File: config.mk
export PLATFORM = sky130hd
export DESIGN_NAME = pc_unit
export DESIGN_NICKNAME = d
export VERILOG_FILES = /design/src/rtl/pc_unit.sv
export SDC_FILE = /design/constraint.sdc
export NUM_CORES = 1
export LEC_CHECK = 0
export ABC_AREA = 1
export CELL_PAD_IN_SITES_DETAIL_PLACEMENT = 0
export CELL_PAD_IN_SITES_GLOBAL_PLACEMENT = 1
export CORE_MARGIN = 2
export CORE_UTILIZATION = 26
export DETAILED_ROUTE_END_ITERATION = 12
export MAX_ROUTING_LAYER = met4
export PLACE_DENSITY = 0.78
export RECOVER_POWER = 100
export SETUP_SLACK_MARGIN = 0.15
export SYNTH_ARGS = -nofsm -noshare
export SYNTH_HDL_FRONTEND = slang
export SYNTH_SLANG_ARGS = --single-unit
File: constraint.sdc
create_clock -name clk -period 1.7 [get_ports clk]
set_clock_uncertainty 0.15 [all_clocks]
set_input_delay 0.34 -clock clk [delete_from_list [all_inputs] [get_ports clk]]
set_output_delay 0.34 -clock clk [all_outputs]
set_load 0.05 [all_outputs]
File: src/rtl/pc_unit.sv
// Program-counter unit: next-PC select, stall hold, misaligned redirect trap, EPC save, BOOT/RUN/FLUSH FSM.
// Optional PC_REDIRECT_CNT_EN adds a saturating redirect_cnt output.
module pc_unit #(
  parameter int              XLEN         = 32,
  parameter logic [XLEN-1:0] RESET_VECTOR = 32'h0000_0000,
  parameter logic [XLEN-1:0] TRAP_VECTOR  = 32'h0000_0100,
  parameter int              INC          = 4
) (
  input  logic            clk,
  input  logic            reset,
  input  logic            stall,
  input  logic            branch_taken,
  input  logic [XLEN-1:0] branch_target,
  input  logic            jump,
  input  logic [XLEN-1:0] jump_target,
  input  logic            trap_req,
  input  logic            mret,
  output logic [XLEN-1:0] pc_out,
  output logic [XLEN-1:0] pc_plus_inc,
  output logic            pc_valid,
  output logic [XLEN-1:0] epc,
  output logic            misalign_trap,
  output logic [1:0]      state
`ifdef PC_REDIRECT_CNT_EN
  ,
  output logic [31:0]     redirect_cnt
`endif
);

  typedef enum logic [1:0] {
    BOOT  = 2'd0,
    RUN   = 2'd1,
    FLUSH = 2'd2
  } state_t;

  localparam logic [XLEN-1:0] INC_V = XLEN'(INC);

  state_t          st, st_nxt;
  logic [XLEN-1:0] pc_nxt, epc_nxt, redir_tgt;
  logic            mis_nxt, redir_req, redirected;

  function automatic logic [31:0] sat_inc(input logic [31:0] v);
    return (&v) ? v : v + 32'd1;
  endfunction

  assign state       = st;
  assign pc_valid    = (st == RUN);
  assign pc_plus_inc = pc_out + INC_V;

  // Jump outranks branch; stall suppresses both before alignment is examined.
  assign redir_tgt = jump ? jump_target : branch_target;
  assign redir_req = !stall && (jump || branch_taken);

  always_comb begin
    st_nxt     = st;
    pc_nxt     = pc_out;
    epc_nxt    = epc;
    mis_nxt    = 1'b0;
    redirected = 1'b0;
    case (st)
      BOOT: begin
        pc_nxt = RESET_VECTOR;
        st_nxt = RUN;
      end
      RUN: begin
        if (trap_req) begin
          epc_nxt    = pc_out;
          pc_nxt     = TRAP_VECTOR;
          st_nxt     = FLUSH;
          redirected = 1'b1;
        end else if (mret) begin
          pc_nxt     = epc;
          redirected = 1'b1;
        end else if (stall) begin
          pc_nxt = pc_out;
        end else if (redir_req) begin
          redirected = 1'b1;
          if (redir_tgt[1:0] != 2'b00) begin
            epc_nxt = pc_out;
            pc_nxt  = TRAP_VECTOR;
            mis_nxt = 1'b1;
            st_nxt  = FLUSH;
          end else begin
            pc_nxt = redir_tgt;
          end
        end else begin
          pc_nxt = pc_out + INC_V;
        end
      end
      FLUSH: begin
        st_nxt = RUN;
      end
      default: begin
        pc_nxt = RESET_VECTOR;
        st_nxt = BOOT;
      end
    endcase
  end

  always_ff @(posedge clk) begin
    if (reset) begin
      st            <= BOOT;
      pc_out        <= RESET_VECTOR;
      epc           <= '0;
      misalign_trap <= 1'b0;
    end else begin
      st            <= st_nxt;
      pc_out        <= pc_nxt;
      epc           <= epc_nxt;
      misalign_trap <= mis_nxt;
    end
  end

`ifdef PC_REDIRECT_CNT_EN
  always_ff @(posedge clk) begin
    if (reset) begin
      redirect_cnt <= 32'd0;
    end else if (redirected) begin
      redirect_cnt <= sat_inc(redirect_cnt);
    end
  end
`endif

endmodule
==> results of run 1 <==
==> worst max-delay path, stage by stage, from the launching register on <==
cell	delay (ns)
dfxtp_4	0.36
buf_6	0.11
clkinvlp_4	0.10
nor2_4	0.21
nand2_4	0.14
nor2_4	0.21
nand2_1	0.10
nand2_2	0.09
nand2_4	0.06
buf_12	0.14
==> kinds of logic after synthesis <==
kind of cell / after synthesis
AOI/OAI and AO/OA: 146
xor gates and xnor gates: 4
adders and majority gates: 1
buffers and inverters: 92
DFF: 67
muxes: 13
and+or+nand+nor: 392
==> state kept, by name, summed over array words and instances, names as in the netlist <==
name	count
epc	32
pc_out	32
state	2
misalign_trap	1
==> repair_timing <==
item | 4_1_cts | 5_1_grt
setup buffers | 19 | 14
setup endpoints to repair | 98 | 101
gates cloned | 2 | 3
pin swaps | 47 | 38
hold buffers | 0 | 0
resized for setup | 109 | 88
==> routing by layer <==
layer	share of wire, %	vias up	global-route usage, %
met2	49	192	37.7
met4	3.0	0	9.02
li1	-	2895	-
met3	5.4	42	4.48
met5	0	-	-
met1	42	2736	27.7
==> layout make-up <==
cell class | instances | area, sq um
Multi-Input combinational cell | 556 | 3360
Inverter | 55 | 229
Timing Repair Buffer | 313 | 3400
Sequential cell | 67 | 1380
Clock buffer | 12 | 278
Fill cell | 1454 | 7420
Timing Repair inverter | 2 | 17.5
Clock inverter | 4 | 45.0
Tap cell | 220 | 275
==> final timing paths <==
check                          to  slack, ns  cells past startpoint
setup reg to reg       pc_out[16]      -0.42                     16
hold reg to reg            epc[9]       0.32                      2
setup / recovery  pc_plus_inc[25]      -0.65                      9
hold / removal             epc[9]       0.32                      2
==> metrics by stage <==
stage	utilization, %	instance area (sq um)
floorplan	-	4760
global placement	51.4	8430
detailed placement	51.4	8430
CTS	56.4	9250
global route	54.8	8980
finish	54.8	8980
==> report_power, final <==
part           total, uW  switching, uW  internal (uW)  leakage (uW)
clock network       2040            738           1300      0.000163
registers           1710           69.4           1640      0.000557
logic               1480            885            598       0.00300
==> placed cells by master (no fill, tap or decap), types with 11 or more instances in the layout <==
master	netlist	layout
nand2_1	246	185
buf_4	6	77
buf_12	0	68
clkdlybuf4s50_1	0	60
a21oi_1	76	58
nor2_1	70	52
clkbuf_2	1	50
dfxtp_1	67	46
inv_1	52	44
buf_6	2	35
nand2_2	1	33
o21ai_1	16	32
nand2_4	1	30
nand3_1	48	24
nand3_2	2	22
nor2_2	8	18
a21oi_2	0	18
o21ai_0	49	17
dfxtp_2	0	16
mux2i_1	13	13
nor2_4	4	12
clkbuf_16	0	12
o21ai_2	0	11
==> results.json, run 1 <==
{
  "place_ws_ns": -0.534,
  "synth_mux_area_share_pct": 3.01,
  "drtIter0Drc": 320,
  "wl_per_cell_microns": 16.8,
  "finalHoldViolations": 0,
  "grt_usage_pct": 22.9,
  "syn_area_sq_mm": 0.00432,
  "whs_ns": 0.323,
  "finalPower_uw": 5230,
  "r2r-start": "pc_out[2]",
  "critPathLaunchType": "flip-flop",
  "cts_made_buffers": 9,
  "initial_utilization_pct": 26.3,
  "synth_edf_count": 0,
  "yosysUniqueCellTypes": 33,
  "worstPathArrival_ns": 1.86,
  "synth_top_family_by_area": "simple AND/OR/NAND/NOR gates",
  "rsz0062_at_grt": "yes",
  "critical_path_class": "reg -> out",
  "antenna_found_initial": 0,
  "drive_gt1_share_pct": 44.4,
  "htreeDepth": 3,
  "peakVddDrop_mv": 0.526,
  "yosysMostFrequentCell": "nand2_1",
  "drc": 0,
  "grt_pass1_wl_microns": 30700,
  "grt_start_max_net_pins": 33,
  "grt_pass1_vias": 5715,
  "synth-compound-area-share_pct": 17.2,
  "ctsLongestPathBuffers": 2,
  "worstHoldStart": "epc[9]",
  "viasPerCell": 4.77,
  "synth-xor-area-share_pct": 0.811,
  "run_status": "complete, but fails checks",
  "synth-seq-cells": 67,
  "die_w_microns": 133,
  "finalSetupViolations": 59,
  "cts_num_sinks": 67,
  "grt_overflow_total": 0,
  "dp_cells": 1175,
  "power_density_mw_per_mm2": 582,
  "startpoint": "pc_out[2]",
  "clkLatencyLatePin_ns": 0.34,
  "netlist_top_cells_count": "nand2_1, a21oi_1, nor2_1",
  "synth_fp_nets": 787,
  "setup_ws_ns": -0.650,
  "syn_area_per_cell_sq_um": 6.04,
  "die_h_microns": 133,
  "slew_headroom_pct": 62.9,
  "critPathMaxFanout": 6,
  "synthAdderAreaFrac_pct": 0.290,
  "cts_tree": "yes",
  "vias": 5865,
  "yosys.area_share.simple_pct": 38.3,
  "violations": "setup timing",
  "synth-seq-area-share_pct": 31.1,
  "finalSetupTns_ns": -22.02,
  "gp_congestion": 0.959,
  "ys_async_sr_fraction_pct": 0,
  "synth_area_leaders": "dfxtp_1, nand2_1, a21oi_1, nor2_1, o21ai_0",
  "p_leak_uw": 0.00372,
  "finalCriticalPeriod_ns": 2.35,
  "cap_violations": 0,
  "yosysTopAreaCellShare_pct": 31.1,
  "rows": 47,
  "critPathRequiredTime_ns": 1.21,
  "port_buffers": 170,
  "ys.warnings.count": 0,
  "fin_nets": 1076,
  "fin_cells": 1229,
  "synth_flop_cell": "dfxtp_1",
  "routed_wl_microns": 20600,
  "antenna_cells": 0,
  "crit_path_end_kind": "output port",
  "synth_cells": 715,
  "period_share_pct": 138,
  "cts_root_buf": "clkbuf_16",
  "hp-class": "reg -> reg",
  "synth.largest_area_cell": "dfxtp_1",
  "clk_pin_slew_ns": 0.06,
  "ant_nets": 0,
  "area_growth_pct": 108,
  "slew_viol_final": 0,
  "fmax_ghz": 0.426,
  "dieArea_sq_mm": 0.0177,
  "tightest_slew_ns": 0.556,
  "core_sq_mm": 0.0164,
  "dpl.hpwl_microns": 14100,
  "pin_count": 171,
  "drt_first_pass_iters": 4
}
Power figures use the tool's default switching activity.
==> inputs of run 2 (changes only) <==
--- a/config.mk
+++ b/config.mk
@@ -14,7 +14,7 @@
 export MAX_ROUTING_LAYER = met4
 export PLACE_DENSITY = 0.78
 export RECOVER_POWER = 100
-export SETUP_SLACK_MARGIN = 0.15
+export SKIP_CTS_REPAIR_TIMING = 1
 export SYNTH_ARGS = -nofsm -noshare
 export SYNTH_HDL_FRONTEND = slang
 export SYNTH_SLANG_ARGS = --single-unit
==> run 2 against run 1 <==
  * The flow still finishes with violations (setup timing)
  * Count of clock-buffer cells in the layout down 1
  * Sequential power about the same
  * Routed wire length down 7.0%
  * Core utilization down 1.7 points
  * Non-clock buffer count down 25
  * Hold slack worse by 0.00089 ns
  * Clock power down 15%
  * Worst setup slack worse by 0.024 ns
  * Largest power group unchanged
==> results.json, run 2 (synthesis gave the netlist of run 1 again) <==
{
  "cp_slowest_stage_delay_ns": 0.36,
  "critical_path_class": "reg -> out",
  "dpl.hpwl_microns": 13900,
  "cts_made_buffers": 9,
  "slew_headroom_pct": 65.9,
  "pin_count": 171,
  "slew_viol_final": 0,
  "p_leak_uw": 0.00366,
  "pwr-share-comb_pct": 29.1,
  "finalCriticalPeriod_ns": 2.37,
  "regArea_sq_mm": 0.00138,
  "final_cell_mix": "nand2_1, buf_4, buf_12",
  "drt_first_pass_iters": 5,
  "final_common_cell": "nand2_1",
  "antenna_found_initial": 0,
  "run_status": "complete, but fails checks",
  "grt_pass1_wl_microns": 29000,
  "cts_tree": "yes",
  "worstPathArrival_ns": 1.88,
  "initial_utilization_pct": 26.3,
  "die_h_microns": 133,
  "port_buffers": 170,
  "peakVddDrop_mv": 0.458,
  "antenna_cells": 0,
  "dieArea_sq_mm": 0.0177,
  "vias": 5630,
  "ctsLongestPathBuffers": 2,
  "ant_nets": 0,
  "finalPower_uw": 4850,
  "fin_nets": 1049,
  "path_buf_inv": 1,
  "wl_per_cell_microns": 16.0,
  "grt_usage_pct": 21.6,
  "path_cells": "ha_4 -> nand2_2 -> nor2_4 -> nand2_4 -> nor2_4 -> nand2_2 -> nand2_4 -> nand2_4 -> buf_12",
  "fmax_ghz": 0.421,
  "hp-class": "reg -> reg",
  "drive_gt1_share_pct": 39.9,
  "swShare_pct": 33.5,
  "critPathLaunchType": "flip-flop",
  "setup_ws_ns": -0.674,
  "tightest_slew_ns": 0.511,
  "pwr-share-seq_pct": 35.2,
  "htreeDepth": 3,
  "post_dp_cell_area_sq_mm": 0.00828,
  "critPathMaxFanout": 6,
  "p_int_uw": 3230,
  "finalHoldViolations": 0,
  "grt_start_max_net_pins": 33,
  "power_frac_clock_pct": 35.6,
  "area_growth_pct": 102,
  "drc": 0,
  "drtIter0Drc": 282,
  "period_share_pct": 140,
  "cap_violations": 0,
  "routed_wl_microns": 19200,
  "fillCellCount": 1514,
  "clkLatencyLatePin_ns": 0.34,
  "power_density_mw_per_mm2": 557,
  "rsz0062_at_grt": "yes",
  "final_cell_area_sq_mm": 0.00871,
  "finalSetupViolations": 71,
  "cpMaxStageDelayCell": "dfxtp_4",
  "grt_overflow_total": 0,
  "clk_pin_slew_ns": 0.06,
  "crit_top_cell": "nand2_4",
  "p_sw_uw": 1630,
  "violations": "setup timing",
  "viasPerCell": 4.69,
  "die_w_microns": 133,
  "multi_input_area_sq_mm": 0.00328,
  "gp_congestion": 0.827,
  "critPathTopFamily": "simple AND/OR/NAND/NOR gates",
  "cts_num_sinks": 67,
  "rows": 47,
  "core_sq_mm": 0.0164,
  "critPathRequiredTime_ns": 1.21,
  "crit_path_end_kind": "output port",
  "cts_root_buf": "clkbuf_16",
  "grt_pass1_vias": 5419
}
[run 2: cell types whose count changed in the layout (fill, tap and decap cells not counted), sizes merged]
cell	change
inv	-2
clkinvlp	+1
clkinv	-1
clkdlybuf4s50	+1
bufinv	-1
dlygate4sd2	-2
clkdlybuf4s15	-3
dlymetal6s2s	+6
clkbuf	-28
[run 2: per-layer routing]
metal	wire length, microns	vias to the layer above	global-route usage (%)
met5	0	-	-
met3	1050	24	3.56
met1	8350	2585	27.1
met2	9490	177	35.8
met4	298	0	6.09
li1	-	2844	-
[run 2: final timing paths]
path	startpoint	to	slack, ns	cells past startpoint
worst max-delay path	pc_out[3]	pc_plus_inc[22]	-0.67	9
worst min-delay path	epc[6]	epc[6]	0.32	2
worst max register to register	pc_out[3]	pc_out[18]	-0.31	12
worst min register to register	epc[6]	epc[6]	0.32	2
[run 2: power groups by stage]
stage          Clock [uW]  Combinational (uW)  Sequential, uW
3_5_place_dp            0                1520            1780
3_3_place_gp            0                1510            1780
4_1_cts              1750                1530            1750
2_1_floorplan           0                 450            2000
5_1_grt              1810                1500            1720
6_report             1730                1410            1710
[run 2: worst reg2reg max path, stage by stage (launching register included)]
cell and delay [ns]:
dfxtp_4 0.36, ha_4 0.14, nand2_2 0.06, nor2_4 0.22, nand2_4 0.15, nor2_4 0.23
nand2_2 0.12, buf_4 0.14, nand3_1 0.07, nand3_1 0.06, nand2_1 0.06, nand2_1 0.06
a21oi_2 0.11
[run 2: metrics by stage]
step	utilization (%)	setup TNS, ns	hold slack, ns	std cells	setup slack (ns)
finish	53.1	-20.38	0.322	1200	-0.674
global route	53.1	-27.94	0.352	1200	-0.738
CTS	52.1	-22.71	0.359	1180	-0.703
detailed placement	50.5	-30.95	0.347	1166	-0.482
global placement	50.5	-29.41	0.339	1166	-0.440
floorplan	-	-12.36	0.396	715	-0.346
[run 2: final cells by class]
cell class,instances,share of cell area (%)
Timing Repair Buffer,288,37.8
Inverter,55,2.51
Multi-Input combinational cell,556,37.7
Clock inverter,3,0.201
Tap cell,220,3.16
Clock buffer,11,2.79
Sequential cell,67,15.8
